`config.mk`:
```
export PLATFORM = sky130hd
export DESIGN_NAME = llink_tx_credit_fifo
export DESIGN_NICKNAME = d
export VERILOG_FILES = /design/src/rtl/llink_tx_credit_fifo.sv
export SDC_FILE = /design/constraint.sdc
export NUM_CORES = 1
export LEC_CHECK = 0
export ABC_AREA = 0
export BUFFER_PORTS_ARGS = -buffer_cell sky130_fd_sc_hd__clkbuf_2
export CORE_UTILIZATION = 50
export DETAILED_ROUTE_END_ITERATION = 6
export PLACE_DENSITY = 0.7
export SLEW_MARGIN = 20
export SYNTH_ARGS = -nofsm -noshare
export SYNTH_HDL_FRONTEND = slang
export SYNTH_SLANG_ARGS = --single-unit
```
`constraint.sdc`:
```
create_clock -name clk_wr -period 14.6 [get_ports clk_wr]
set_input_delay 0.73 -clock clk_wr [delete_from_list [all_inputs] [get_ports clk_wr]]
set_output_delay 0.73 -clock clk_wr [all_outputs]
set_load 0.01 [all_outputs]
```
`src/rtl/llink_tx_credit_fifo.sv`:
```
// -----------------------------------------------------------------------------
// llink_tx_credit_fifo
//
// Per-channel logic-link transmit buffer with credit-based flow control.
// It sits downstream of the AXI-MM packetizer and accepts packed channel words
// on a valid/ready handshake, storing them in a FIFO. One word per cycle is
// popped toward the AIB transmit path. Pops happen only while the link is
// online (FSM in ACTIVE) and the far-side receiver has returned credits.
//
// Optional feature macro: LLINK_TX_STATUS_EN
//   defined     : status_level  = registered FIFO occupancy (0..DEPTH)
//                 status_credit = current credit count
//   not defined : both status ports are tied to 0 and no occupancy counter
//                 is built
//
// Ports
//   clk_wr            in   transmit-domain clock
//   rst_wr            in   asynchronous reset, active-high
//   tx_online         in   link trained and ready (level)
//   user_i_valid      in   upstream word valid
//   txfifo_i_data     in   upstream packed word [WIDTH]
//   user_i_ready      out  FIFO can accept a word (low while in reset)
//   tx_o_valid        out  one-cycle pushbit toward the link
//   tx_o_data         out  word accompanying tx_o_valid (holds when idle)
//   rx_credit_return  in   one-cycle pulse: far side freed one entry
//   credit_overflow   out  sticky: credit returned while counter at max
//   fifo_empty        out  FIFO holds no words
//   status_level      out  FIFO occupancy [ADDR_W+1]
//   status_credit     out  credit count [CRED_W]
// -----------------------------------------------------------------------------
module llink_tx_credit_fifo #(
    parameter int WIDTH  = 49,
    parameter int DEPTH  = 8,
    parameter int ADDR_W = 3,
    parameter int CRED_W = 4
) (
    input  logic              clk_wr,
    input  logic              rst_wr,
    input  logic              tx_online,
    input  logic              user_i_valid,
    input  logic [WIDTH-1:0]  txfifo_i_data,
    output logic              user_i_ready,
    output logic              tx_o_valid,
    output logic [WIDTH-1:0]  tx_o_data,
    input  logic              rx_credit_return,
    output logic              credit_overflow,
    output logic              fifo_empty,
    output logic [ADDR_W:0]   status_level,
    output logic [CRED_W-1:0] status_credit
);

    typedef enum logic {
        ST_IDLE   = 1'b0,
        ST_ACTIVE = 1'b1
    } state_t;

    localparam logic [ADDR_W:0]   PTR_ONE    = 1;
    localparam logic [CRED_W-1:0] CRED_ONE   = 1;
    localparam logic [CRED_W-1:0] CRED_MAX   = '1;

    state_t            state_reg;
    logic [ADDR_W:0]   wr_ptr_reg;
    logic [ADDR_W:0]   rd_ptr_reg;
    logic [CRED_W-1:0] credit_reg;
    logic [CRED_W-1:0] credit_next;
    logic              overflow_reg;
    logic              overflow_set;
    logic              tx_valid_reg;
    logic [WIDTH-1:0]  tx_data_reg;
    logic [WIDTH-1:0]  mem [DEPTH];

    logic full;
    logic empty;
    logic push;
    logic pop;

    // Pointers carry one extra wrap bit: equal low bits with differing wrap
    // bits means the write side has lapped the read side (full).
    assign full  = (wr_ptr_reg[ADDR_W] != rd_ptr_reg[ADDR_W]) &&
                   (wr_ptr_reg[ADDR_W-1:0] == rd_ptr_reg[ADDR_W-1:0]);
    assign empty = (wr_ptr_reg == rd_ptr_reg);

    // Ready comes only from registered pointers, so a pop in the same cycle
    // as full does not raise ready until the next cycle.
    assign user_i_ready = !full && !rst_wr;
    assign push         = user_i_valid && user_i_ready;
    assign pop          = (state_reg == ST_ACTIVE) && !empty && (credit_reg != '0);

    // Credit update. Leaving ACTIVE (or sitting in IDLE) forces credit to 0,
    // so returns arriving while offline are discarded.
    always_comb begin
        credit_next  = credit_reg;
        overflow_set = 1'b0;
        if (state_reg == ST_IDLE || !tx_online) begin
            credit_next = '0;
        end else begin
            case ({pop, rx_credit_return})
                2'b10: credit_next = credit_reg - CRED_ONE;
                2'b01: begin
                    if (credit_reg == CRED_MAX) begin
                        overflow_set = 1'b1;
                    end else begin
                        credit_next = credit_reg + CRED_ONE;
                    end
                end
                default: credit_next = credit_reg;
            endcase
        end
    end

    // Storage array: written on push, read into the registered output stage
    // on pop. A word written at edge N is first readable in cycle N+1.
    always_ff @(posedge clk_wr) begin
        if (push) begin
            mem[wr_ptr_reg[ADDR_W-1:0]] <= txfifo_i_data;
        end
    end

    always_ff @(posedge clk_wr or posedge rst_wr) begin
        if (rst_wr) begin
            state_reg    <= ST_IDLE;
            wr_ptr_reg   <= '0;
            rd_ptr_reg   <= '0;
            credit_reg   <= '0;
            overflow_reg <= 1'b0;
            tx_valid_reg <= 1'b0;
            tx_data_reg  <= '0;
        end else begin
            case (state_reg)
                ST_IDLE:   if (tx_online)  state_reg <= ST_ACTIVE;
                ST_ACTIVE: if (!tx_online) state_reg <= ST_IDLE;
                default:   state_reg <= ST_IDLE;
            endcase
            if (push) begin
                wr_ptr_reg <= wr_ptr_reg + PTR_ONE;
            end
            if (pop) begin
                rd_ptr_reg  <= rd_ptr_reg + PTR_ONE;
                tx_data_reg <= mem[rd_ptr_reg[ADDR_W-1:0]];
            end
            credit_reg   <= credit_next;
            overflow_reg <= overflow_reg | overflow_set;
            tx_valid_reg <= pop;
        end
    end

    assign tx_o_valid      = tx_valid_reg;
    assign tx_o_data       = tx_data_reg;
    assign credit_overflow = overflow_reg;
    assign fifo_empty      = empty;

`ifdef LLINK_TX_STATUS_EN
    logic [ADDR_W:0] level_reg;

    always_ff @(posedge clk_wr or posedge rst_wr) begin
        if (rst_wr) begin
            level_reg <= '0;
        end else begin
            case ({push, pop})
                2'b10:   level_reg <= level_reg + PTR_ONE;
                2'b01:   level_reg <= level_reg - PTR_ONE;
                default: level_reg <= level_reg;
            endcase
        end
    end

    assign status_level  = level_reg;
    assign status_credit = credit_reg;
`else
    assign status_level  = '0;
    assign status_credit = '0;
`endif

endmodule

```
Word level (Yosys, flattened, before mapping)
Memory sizes are Yosys's and may differ from the RTL's. A register that Yosys moved wholly into a read port is not among the register bits.
Index checks and enable logic that the tools add are counted.
{"block": "classes", "n_addsub": 4, "eq_ne": 7, "mux": 9, "n_bitwise": 2, "reduce_logical": 13}
{"operator": "$add A4 B1 Y4 const B", "count": 3}
{"operator": "$mux W4", "count": 2}
{"operator": "$pmux W4 S2", "count": 1}
{"operator": "$mux W1", "count": 6}
{"operator": "$logic_and A1 B1 Y1", "count": 5}
{"operator": "$eq A4 B4 Y1", "count": 1}
{"operator": "$eq A4 B4 Y1 const B", "count": 1}
{"operator": "$logic_not A1 Y1", "count": 4}
{"operator": "$reduce_bool A4 Y1", "count": 1}
{"operator": "$sub A4 B1 Y4 const B", "count": 1}
{"operator": "$eq A3 B3 Y1", "count": 1}
{"operator": "$ne A3 B3 Y1 const B", "count": 1}
{"operator": "$reduce_bool A3 Y1", "count": 1}
{"operator": "$eq A2 B1 Y1 const B", "count": 1}
{"operator": "$eq A2 B2 Y1 const B", "count": 1}
{"operator": "$reduce_and A2 Y1", "count": 1}
{"operator": "$logic_or A1 B1 Y1", "count": 1}
{"operator": "$ne A1 B1 Y1", "count": 1}
{"operator": "$not A1 Y1", "count": 1}
{"operator": "$or A1 B1 Y1", "count": 1}
{"block": "word_totals", "register_bits": 15, "ram_bits": 392, "in_bits": 54, "output_inout_bits": 61, "wordCells": 42, "mem_count": 1}
{"memory": "mem", "words": 8, "word_bits": 49, "rd": 1, "rd_clocked_by_memory_dff": 1, "wr": 1, "line_no": "70", "rtl": "logic [WIDTH-1:0] mem [DEPTH];"}

Depth between registers and ports, before layout
Gate-level depths: netlist (run 1).
{"block": "depth", "depth_word": 8, "ltp_mapped": 12, "ltp_nobuf": 10}

Worst setup path before layout (run 1)
OpenSTA, ideal clock, no wires.
{"block": "synth_path", "path_type": "in2reg", "from": "input port rst_wr", "to": "memory mem[0][0], enable pin", "arrival_time_ps": 7337, "required_time_ps": 14023, "setup_slack_ps": 6686, "path_stages": 4, "path_buffers": 0, "path_cell_list": "inv_1 > o41a_1 > nand2_1 > nor4_1"}
{"block": "synth_between", "elab_chain_cells": 5}
{"item": "start: declaration", "line_no": "38", "rtl": "input logic rst_wr,"}
{"item": "$logic_not A1 Y1 (no source line)"}
{"item": "$logic_and A1 B1 Y1", "line_no": "85", "rtl": "assign user_i_ready = !full && !rst_wr;"}
{"item": "net user_i_ready", "line_no": "42", "rtl": "output logic user_i_ready,"}
{"item": "$logic_and A1 B1 Y1", "line_no": "86", "rtl": "assign push = user_i_valid && user_i_ready;"}
{"item": "$mux W1", "line_no": "114", "rtl": "if (push) begin"}
{"item": "$mux W1 (not written as such)", "line_no": "115", "rtl": "mem[wr_ptr_reg[ADDR_W-1:0]] <= txfifo_i_data;"}
{"item": "end: declaration", "line_no": "70"}
The timed path passes the listed nets, and every way through them passes these cells.

Worst setup path in the final report (run 1)
{"block": "layout_path", "from": "register rd_ptr_reg[0]", "to": "register credit_reg[3]"}
{"block": "layout_between", "elab_chain_cells": 7}
{"item": "start: declaration", "line_no": "63", "rtl": "logic [ADDR_W:0] rd_ptr_reg;"}
{"item": "start signal: assignment", "line_no": "138", "rtl": "rd_ptr_reg <= rd_ptr_reg + PTR_ONE;"}
{"item": "$eq A4 B4 Y1 *", "line_no": "81", "rtl": "assign empty = (wr_ptr_reg == rd_ptr_reg);"}
{"item": "$logic_not A1 Y1 *", "line_no": "87", "rtl": "assign pop = (state_reg == ST_ACTIVE) && !empty && (credit_reg != '0);"}
{"item": "$logic_and A1 B1 Y1 * (2 in series)", "line_no": "87"}
{"item": "$eq A2 B1 Y1 / $eq A2 B2 Y1 (equally long branches)", "line_no": "97", "rtl": "case ({pop, rx_credit_return})"}
{"item": "$pmux W4 S2 (tied with other cells)", "line_no": "97"}
{"item": "$mux W4 / $reduce_and A2 Y1 (equally long branches)"}
{"item": "end signal: assignment", "line_no": "141", "rtl": "credit_reg <= credit_next;"}
{"item": "end: declaration", "line_no": "64", "rtl": "logic [CRED_W-1:0] credit_reg;"}
Mark *: on every way between the ends. The rest lies on a longest branch, timed or not.
A chain may end at the register's enable or synchronous reset.

==> key figures, run 1 <==
STA
  – TNS Setup: 0 ns
  – Tmin final: 3.53 ns
  – Final setup fails: 0
  – RSZ-0062 raised after global routing: false
  – Worst slew margin: 38.3%
  – Fin. Hold Viols: 0
  – Tcrit/Tclk final: 24.2%
  – Fmax: roughly 280 MHz
  – Slew Limit Fails: 0
  – Worst-Margin Slew: between 0.9 and 1 ns
  – Clock Skew: between 0.01 and 0.015 ns

CTS
  – Hold_buf cts: 0
  – CTS clk-pin slew, worst paths: 0.06 ns
  – Setup Fix Bufs, Post-CTS: 0
  – H-tree levels: 2
  – Post_cts resized: 0
  – Num CTS Buffers: 46
  – CTS Buffer Depth: 3
  – Clock Sinks: between 400 and 500
  – Clk root buf: clkbuf_16
  – Clk_lat worst skew: 0.53 ns
  – CTS tree: yes

Layout
  – Max reg flops: 392
  – Layout Nets: 1,014
  – Synth-to-layout area growth: 14.5%
  – Finished Core Util: between 50% and 60%
  – Share of layout cells above drive strength 1: 31.0%
  – FILL cells: 2,482

Logic synthesis
  – Sequential share of the synthesized area: 76.9%
  – Synth area leaders: edfxtp_1 (68%), mux4_2 (13%), dfrtp_1 (9.2%)
  – Asr flop ratio synth: around 14%
  – Unique cell type count in the Yosys netlist: 39
  – Synthesized area: 17,400 um2
  – Syn avg cell area: between 20 and 25 um2
  – Gate Count Post-Synth: just over 800
  – Most common cell in the netlist: edfxtp_1
  – Commonest cells post-synth: edfxtp_1 (392), mux4_2 (98), dfrtp_1 (64), nor2_1 (53), mux2i_1 (50)
  – Post-synthesis cell type with the largest combined area: edfxtp_1
  – Seq cells post-synth: between 400 and 500
  – Most used DFF post-synth: edfxtp_1
  – Ys Warns: 0
  – Top cell type's share of synthesized area: 67.7%
  – Post-synth EDFFs: 392

Global routing
  – Largest net degree at the start of global routing: 106
  – Overflow after GRT: 0
  – Initial antenna violation count: 2
  – First-pass GRT wire length: 48,800 um
  – Vias in the first global route: 8,287
  – Tot GR Track Use: 18.1%

Drt
  – Antenna Nets Post-Route: 0
  – WL per Instance: 21.6 um
  – Routed Wire Length: 31,100 um
  – Post-route DRC: 0
  – Drt first pass iters: 4
  – First DRT Iteration DRCs: 527
  – Vias post-DR: 8,008
  – Via density: 5.55

Floorplan
  – Initial Utilization: 51.3%
  – Die Span Y: 188 um
  – Ports: 115
  – Chip Width: 188 um
  – Site row count: 67
  – Core area: 33,900 um2
  – Die ar.: 35,500 um2

Pwr
  – Pint: between 2 and 3 mW
  – Seq pwr share: a little under half
  – PD cells: 191 nW/um2
  – Comb pwr share: 23.5%
  – Leak: roughly 6.8 nW
  – Switching power total: between 1 and 1.5 mW
  – Peak VDD IR: 102 uV
  – Clock power frac: 31.2%
  – Switching share of power: 27.7%

Worst setup path
  – Critical Path Start: rd_ptr_reg[0]$_DFFE_PP0P_
  – RR Startpoint: rd_ptr_reg[0]$_DFFE_PP0P_
  – Worst path required time: between 15 and 20 ns
  – Max stage delay on crit path: 0.82 ns
  – Critical path type: reg -> reg
  – CP max-delay cell: dfrtp_4
  – Data arrival, critical path: between 3 and 4 ns
  – WP buf/inv: 0
  – CP endpoint kind: flop
  – Crit path cell chain: xor2_2 -> nor4b_4 -> or2_1 -> nand2_1 -> ha_1 -> a21o_1 -> a21o_1 -> or4_1 -> o21a_1 -> o31ai_1
  – Crit-path max FO: 31
  – Cell mode on critical path: a21o_1
  – Type of origin of the critical path: flop
  – Top delay family on crit path: simple AND/OR/NAND/NOR gates

Job
  – Max Cap Violations: 0

Place
  – Gpl congestion: around 0.74
  – IO Port Bufs: 106
  – Dpl hpwl: 17,300 um

Hold path
  – Hold path startpoint: tx_online
  – Hold Path Class: in -> reg

Run status
  – Status: complete, no violations
layer usage:
| metal | vias up | global-route usage [%] | part of all wire (%) |
|---|---|---|---|
| met4 | 2 | 4.62 | 2.0 |
| met3 | 47 | 3.24 | 4.7 |
| met1 | 4185 | 25.8 | 44 |
| li1 | 3581 | - | - |
| met5 | - | 0 | 0.042 |
| met2 | 193 | 29.3 | 49 |
metrics by stage:
| stage | area [um2] | power, mW | std cells | setup WS (ns) | hold WS (ns) |
|---|---|---|---|---|---|
| 5_1_grt | 19900 | 3.98 | 1441 | 10.82 | 0.323 |
| 3_3_place_gp | 18400 | 2.64 | 1355 | 10.44 | 0.444 |
| 6_report | 19900 | 3.79 | 1442 | 11.07 | 0.338 |
| 3_5_place_dp | 18400 | 2.66 | 1355 | 10.37 | 0.447 |
| 4_1_cts | 19900 | 3.85 | 1441 | 10.92 | 0.315 |
| 2_1_floorplan | 17400 | 2.41 | 837 | 6.69 | 0.462 |
power groups by stage:
stage	logic, mW	registers (mW)	clock network (mW)
floorplan	0.703	1.70	0
global placement	0.898	1.74	0
detailed placement	0.912	1.75	0
CTS	0.916	1.72	1.21
global route	0.977	1.74	1.26
finish	0.893	1.72	1.18
cell families after synthesis:
| kind of cell | synth area share [%] |
|---|---|
| DFF | 76.9 |
| muxes | 15.6 |
| and+or+nand+nor | 2.14 |
| AOI/OAI and AO/OA | 2.12 |
| buffers and inverters | 2.04 |
| xor gates and xnor gates | 0.734 |
| adders and majority gates | 0.403 |
| other | 0.0216 |
cell usage in the layout (no fill, tap or decap), types with 2 or more instances in the layout:
cell,n
a21o_1,3
a21oi_1,49
and2_1,2
buf_4,16
bufinv_16,5
clkbuf_1,13
clkbuf_16,49
clkbuf_2,106
clkbuf_8,3
clkinv_1,4
clkinv_2,10
conb_1,8
dfrtp_1,61
dfrtp_4,3
edfxtp_1,392
ha_1,4
inv_1,3
inv_6,2
mux2i_1,50
mux4_2,98
nand2_1,14
nand2b_1,2
nand3_1,4
nand4_1,2
nor2_1,51
nor2_4,2
nor3_2,3
o21ai_0,2
o31ai_1,3
xnor2_1,8
xor2_2,3
worst register-to-register path, delay by kind of cell, from the launching register on:
family | cells | cell delay [ns]
DFF | 1 | 0.82
xor gates and xnor gates | 1 | 0.19
adders and majority gates | 1 | 0.31
AOI/OAI and AO/OA | 4 | 0.69
and+or+nand+nor | 4 | 1.42
worst paths after layout:
| path | to | slack [ns] | cells past startpoint |
|---|---|---|---|
| max | credit_reg[3]$_DFFE_PP0P_ | 11.07 | 10 |
| min | state_reg$_DFF_PP0_ | 0.34 | 1 |
| max reg2reg | credit_reg[3]$_DFFE_PP0P_ | 11.07 | 10 |
| min reg2reg | credit_overflow$_DFF_PP0_ | 0.46 | 1 |
| max in group asynchronous | rd_ptr_reg[0]$_DFFE_PP0P_ | 13.46 | 3 |
| min in group asynchronous | tx_o_data[45]$_DFFE_PP0P_ | 0.46 | 3 |
area by class of cell:
cell class | instances | area (um2) | area share (%)
Tap cell | 448 | 561 | 2.81
Multi-Input combinational cell | 323 | 3730 | 18.8
Antenna cell | 1 | 2.50 | 0.0126
Sequential cell | 456 | 13400 | 67.2
Timing Repair Buffer | 122 | 651 | 3.27
Inverter | 6 | 28.8 | 0.145
Clock buffer | 65 | 1320 | 6.61
Clock inverter | 21 | 235 | 1.18
(Power assumes the default switching activity.)
==> run 2: changes to the inputs <==
Clock period 14.6 ns to 3.4 ns, I/O delays scaled along.
==> key figures, run 2 (same netlist as run 1, synthesis figures left out) <==
Drt
  – Routed Wire Length: 32,600 um (+4.7%)
  – Drt first pass iters: 4 (unchanged)
  – Post-route DRC: 0 (unchanged)
  – Antenna Nets Post-Route: 0 (unchanged)
  – Vias post-DR: 8,258 (+3.1%)
  – Via density: 5.49 (-1.1%)
  – First DRT Iteration DRCs: 640 (+21%)
  – WL per Instance: 21.7 um (+0.45%)

Pwr
  – Leak: 7.00 nW (+3.2%)
  – PD cells: 785 nW/um2 (+310%)
  – Peak VDD IR: 597 uV (+490%)

CTS
  – Hold_buf cts: 52 (+52)
  – Post_cts resized: 0 (unchanged)
  – Clk root buf: clkbuf_16
  – CTS Buffer Depth: 3 (unchanged)
  – Clock Sinks: 456 (unchanged)
  – Clk_lat worst skew: 0.53 ns (about the same)
  – H-tree levels: 2 (unchanged)
  – CTS clk-pin slew, worst paths: 0.06 ns (about the same)
  – Num CTS Buffers: 45 (-2.2%)
  – CTS tree: yes
  – Setup Fix Bufs, Post-CTS: 0 (unchanged)

Worst setup path
  – Crit-path max FO: 9 (-71%)
  – Cell mode on critical path: a21o_1
  – CP max-delay cell: dfrtp_1
  – Capturing point of the worst reg2reg path: credit_reg[3]$_DFFE_PP0P_
  – R2R cell count: 10 (unchanged)
  – Crit path cell chain: xor2_2 -> nor4b_4 -> or2_1 -> nand2_1 -> ha_1 -> a21o_1 -> a21o_1 -> or4_1 -> o21a_1 -> o31ai_1
  – Max stage delay on crit path: 0.59 ns (-0.23 ns)
  – R2R Setup Slk: 0.43 ns (-10.64 ns)
  – Critical path type: reg -> reg
  – CP endpoint kind: flop
  – Data arrival, critical path: 3.41 ns (-0.56 ns)
  – Worst path required time: 3.84 ns (-11.20 ns)
  – Type of origin of the critical path: flop
  – RR Startpoint: wr_ptr_reg[1]$_DFFE_PP0P_

Place
  – Dpl hpwl: 17,800 um (+3.0%)
  – Gpl congestion: 0.771 (+4.3%)
  – Placed cell count: 1,367 (+0.89%)
  – IO Port Bufs: 106 (unchanged)

Floorplan
  – Site row count: 67 (unchanged)
  – Die ar.: 35,500 um2 (unchanged)
  – Chip Width: 188 um (unchanged)
  – Ports: 115 (unchanged)
  – Initial Utilization: 51.3% (unchanged)
  – Die Span Y: 188 um (unchanged)
  – Core area: 33,900 um2 (unchanged)

Run status
  – Status: complete, no violations

Layout
  – Fin cells: 1,503 (+4.2%)
  – Max reg flops: 392 (unchanged)
  – FILL cells: 2,430 (-2.1%)
  – Most common cell after layout, fill and taps aside: edfxtp_1
  – Layout Nets: 1,077 (+6.2%)
  – Synth-to-layout area growth: 17.5%
  – Most frequent cells in the layout: edfxtp_1 (392), clkbuf_2 (106), mux4_2 (98)
  – Share of layout cells above drive strength 1: 29.4% (-1.6 points)

STA
  – Final setup fails: 0 (unchanged)
  – Tcrit/Tclk final: 87.4% (+63 points)
  – Worst-Margin Slew: 0.994 ns (+0.0693 ns)
  – Worst slew margin: 33.7% (-4.6 points)
  – Fin. Hold Viols: 0 (unchanged)
  – Slew Limit Fails: 0 (unchanged)
  – RSZ-0062 raised after global routing: false
  – TNS Setup: 0 ns (unchanged)
  – Tmin final: 2.97 ns (-0.559 ns)
  – Fmax: 336 MHz (+19%)
  – Clock Skew: 0.0133 ns (+0.000223 ns)

Hold path
  – Hold path startpoint: user_i_valid
  – Hold Path Depth: 3 (+2)
  – Hold path endpoint: wr_ptr_reg[0]$_DFFE_PP0P_
  – Hold Path Class: in -> reg

Job
  – Max Cap Violations: 0 (unchanged)

Global routing
  – First-pass GRT wire length: 50,300 um (+3.2%)
  – Vias in the first global route: 8,541 (+3.1%)
  – Initial antenna violation count: 1 (-1)
  – Largest net degree at the start of global routing: 102 (-3.8%)
  – Tot GR Track Use: 18.9% (+0.72 points)
  – Overflow after GRT: 0 (unchanged)
## run 2: cell types whose count changed in the layout (fill, tap and decap cells not counted), moves of 3 or more
cell / previous run / this run
nor3_2: 3 / 0
bufinv_16: 5 / 2
clkinv_2: 10 / 5
nor3_4: 1 / 4
buf_4: 16 / 24
clkbuf_1: 13 / 20
clkbuf_16: 49 / 45
buf_12: 0 / 4
dlygate4sd3_1: 0 / 52
## run 2: worst max-delay path, delay by kind of cell (launching register included)
kind / cells / cell delay [ns]
simple gates: 4 / 1.16
compound gates: 4 / 0.67
flops: 1 / 0.59
xor+xnor: 1 / 0.16
fa+ha+maj: 1 / 0.30
## run 2: power by group
| part | leakage (nW) | switching (mW) | internal [mW] |
|---|---|---|---|
| sequential | 4.27 | 0.348 | 6.83 |
| combinational | 2.07 | 2.24 | 1.98 |
| clock | 0.672 | 1.94 | 2.70 |
## run 2: worst max-delay path by stage
stage | slack [ns] | start | to | cells past startpoint
finish | 0.43 | wr_ptr_reg[1]$_DFFE_PP0P_ | credit_reg[3]$_DFFE_PP0P_ | 10
detailed placement | 0.47 | wr_ptr_reg[1]$_DFFE_PP0P_ | credit_reg[3]$_DFFE_PP0P_ | 10
CTS | 0.44 | wr_ptr_reg[1]$_DFFE_PP0P_ | credit_reg[3]$_DFFE_PP0P_ | 10
global route | 0.22 | wr_ptr_reg[1]$_DFFE_PP0P_ | credit_reg[3]$_DFFE_PP0P_ | 10
floorplan | -0.09 | rst_wr | mem[0][0]$_DFFE_PP_ | 4
global placement | 0.52 | wr_ptr_reg[1]$_DFFE_PP0P_ | credit_reg[3]$_DFFE_PP0P_ | 10
## run 2: per-stage QoR
stage / total power, mW / instance area, um2 / worst slack, ns / utilization, % / hold slack, ns
floorplan: 10.4 / 17500 / -0.0898 / - / 0.201
global placement: 11.5 / 18500 / 0.516 / 54.7 / 0.309
detailed placement: 11.5 / 18500 / 0.469 / 54.7 / 0.314
CTS: 16.2 / 20400 / 0.436 / 60.3 / 0.0388
global route: 16.8 / 20400 / 0.220 / 60.3 / 0.0541
finish: 16.0 / 20400 / 0.427 / 60.3 / 0.0549
## run 2: final cells by class
cell class / count / area (um2) / area share, %
diodes: 1 / 2.50 / 0.0122
clock buffers: 69 / 1260 / 6.15
clock inverters: 14 / 121 / 0.594
inverters: 6 / 28.8 / 0.141
multi-input cells: 323 / 3770 / 18.4
flip-flops and latches: 456 / 13400 / 65.5
well taps: 448 / 561 / 2.74
repair buffers: 186 / 1310 / 6.42
## run 2: layer usage
layer | track usage (%) | up-vias | wire (um)
met5 | 0 | - | 0
met4 | 5.24 | 0 | 594
met3 | 3.26 | 50 | 1810
met2 | 30.3 | 244 | 16100
met1 | 26.9 | 4257 | 14100
li1 | - | 3707 | -
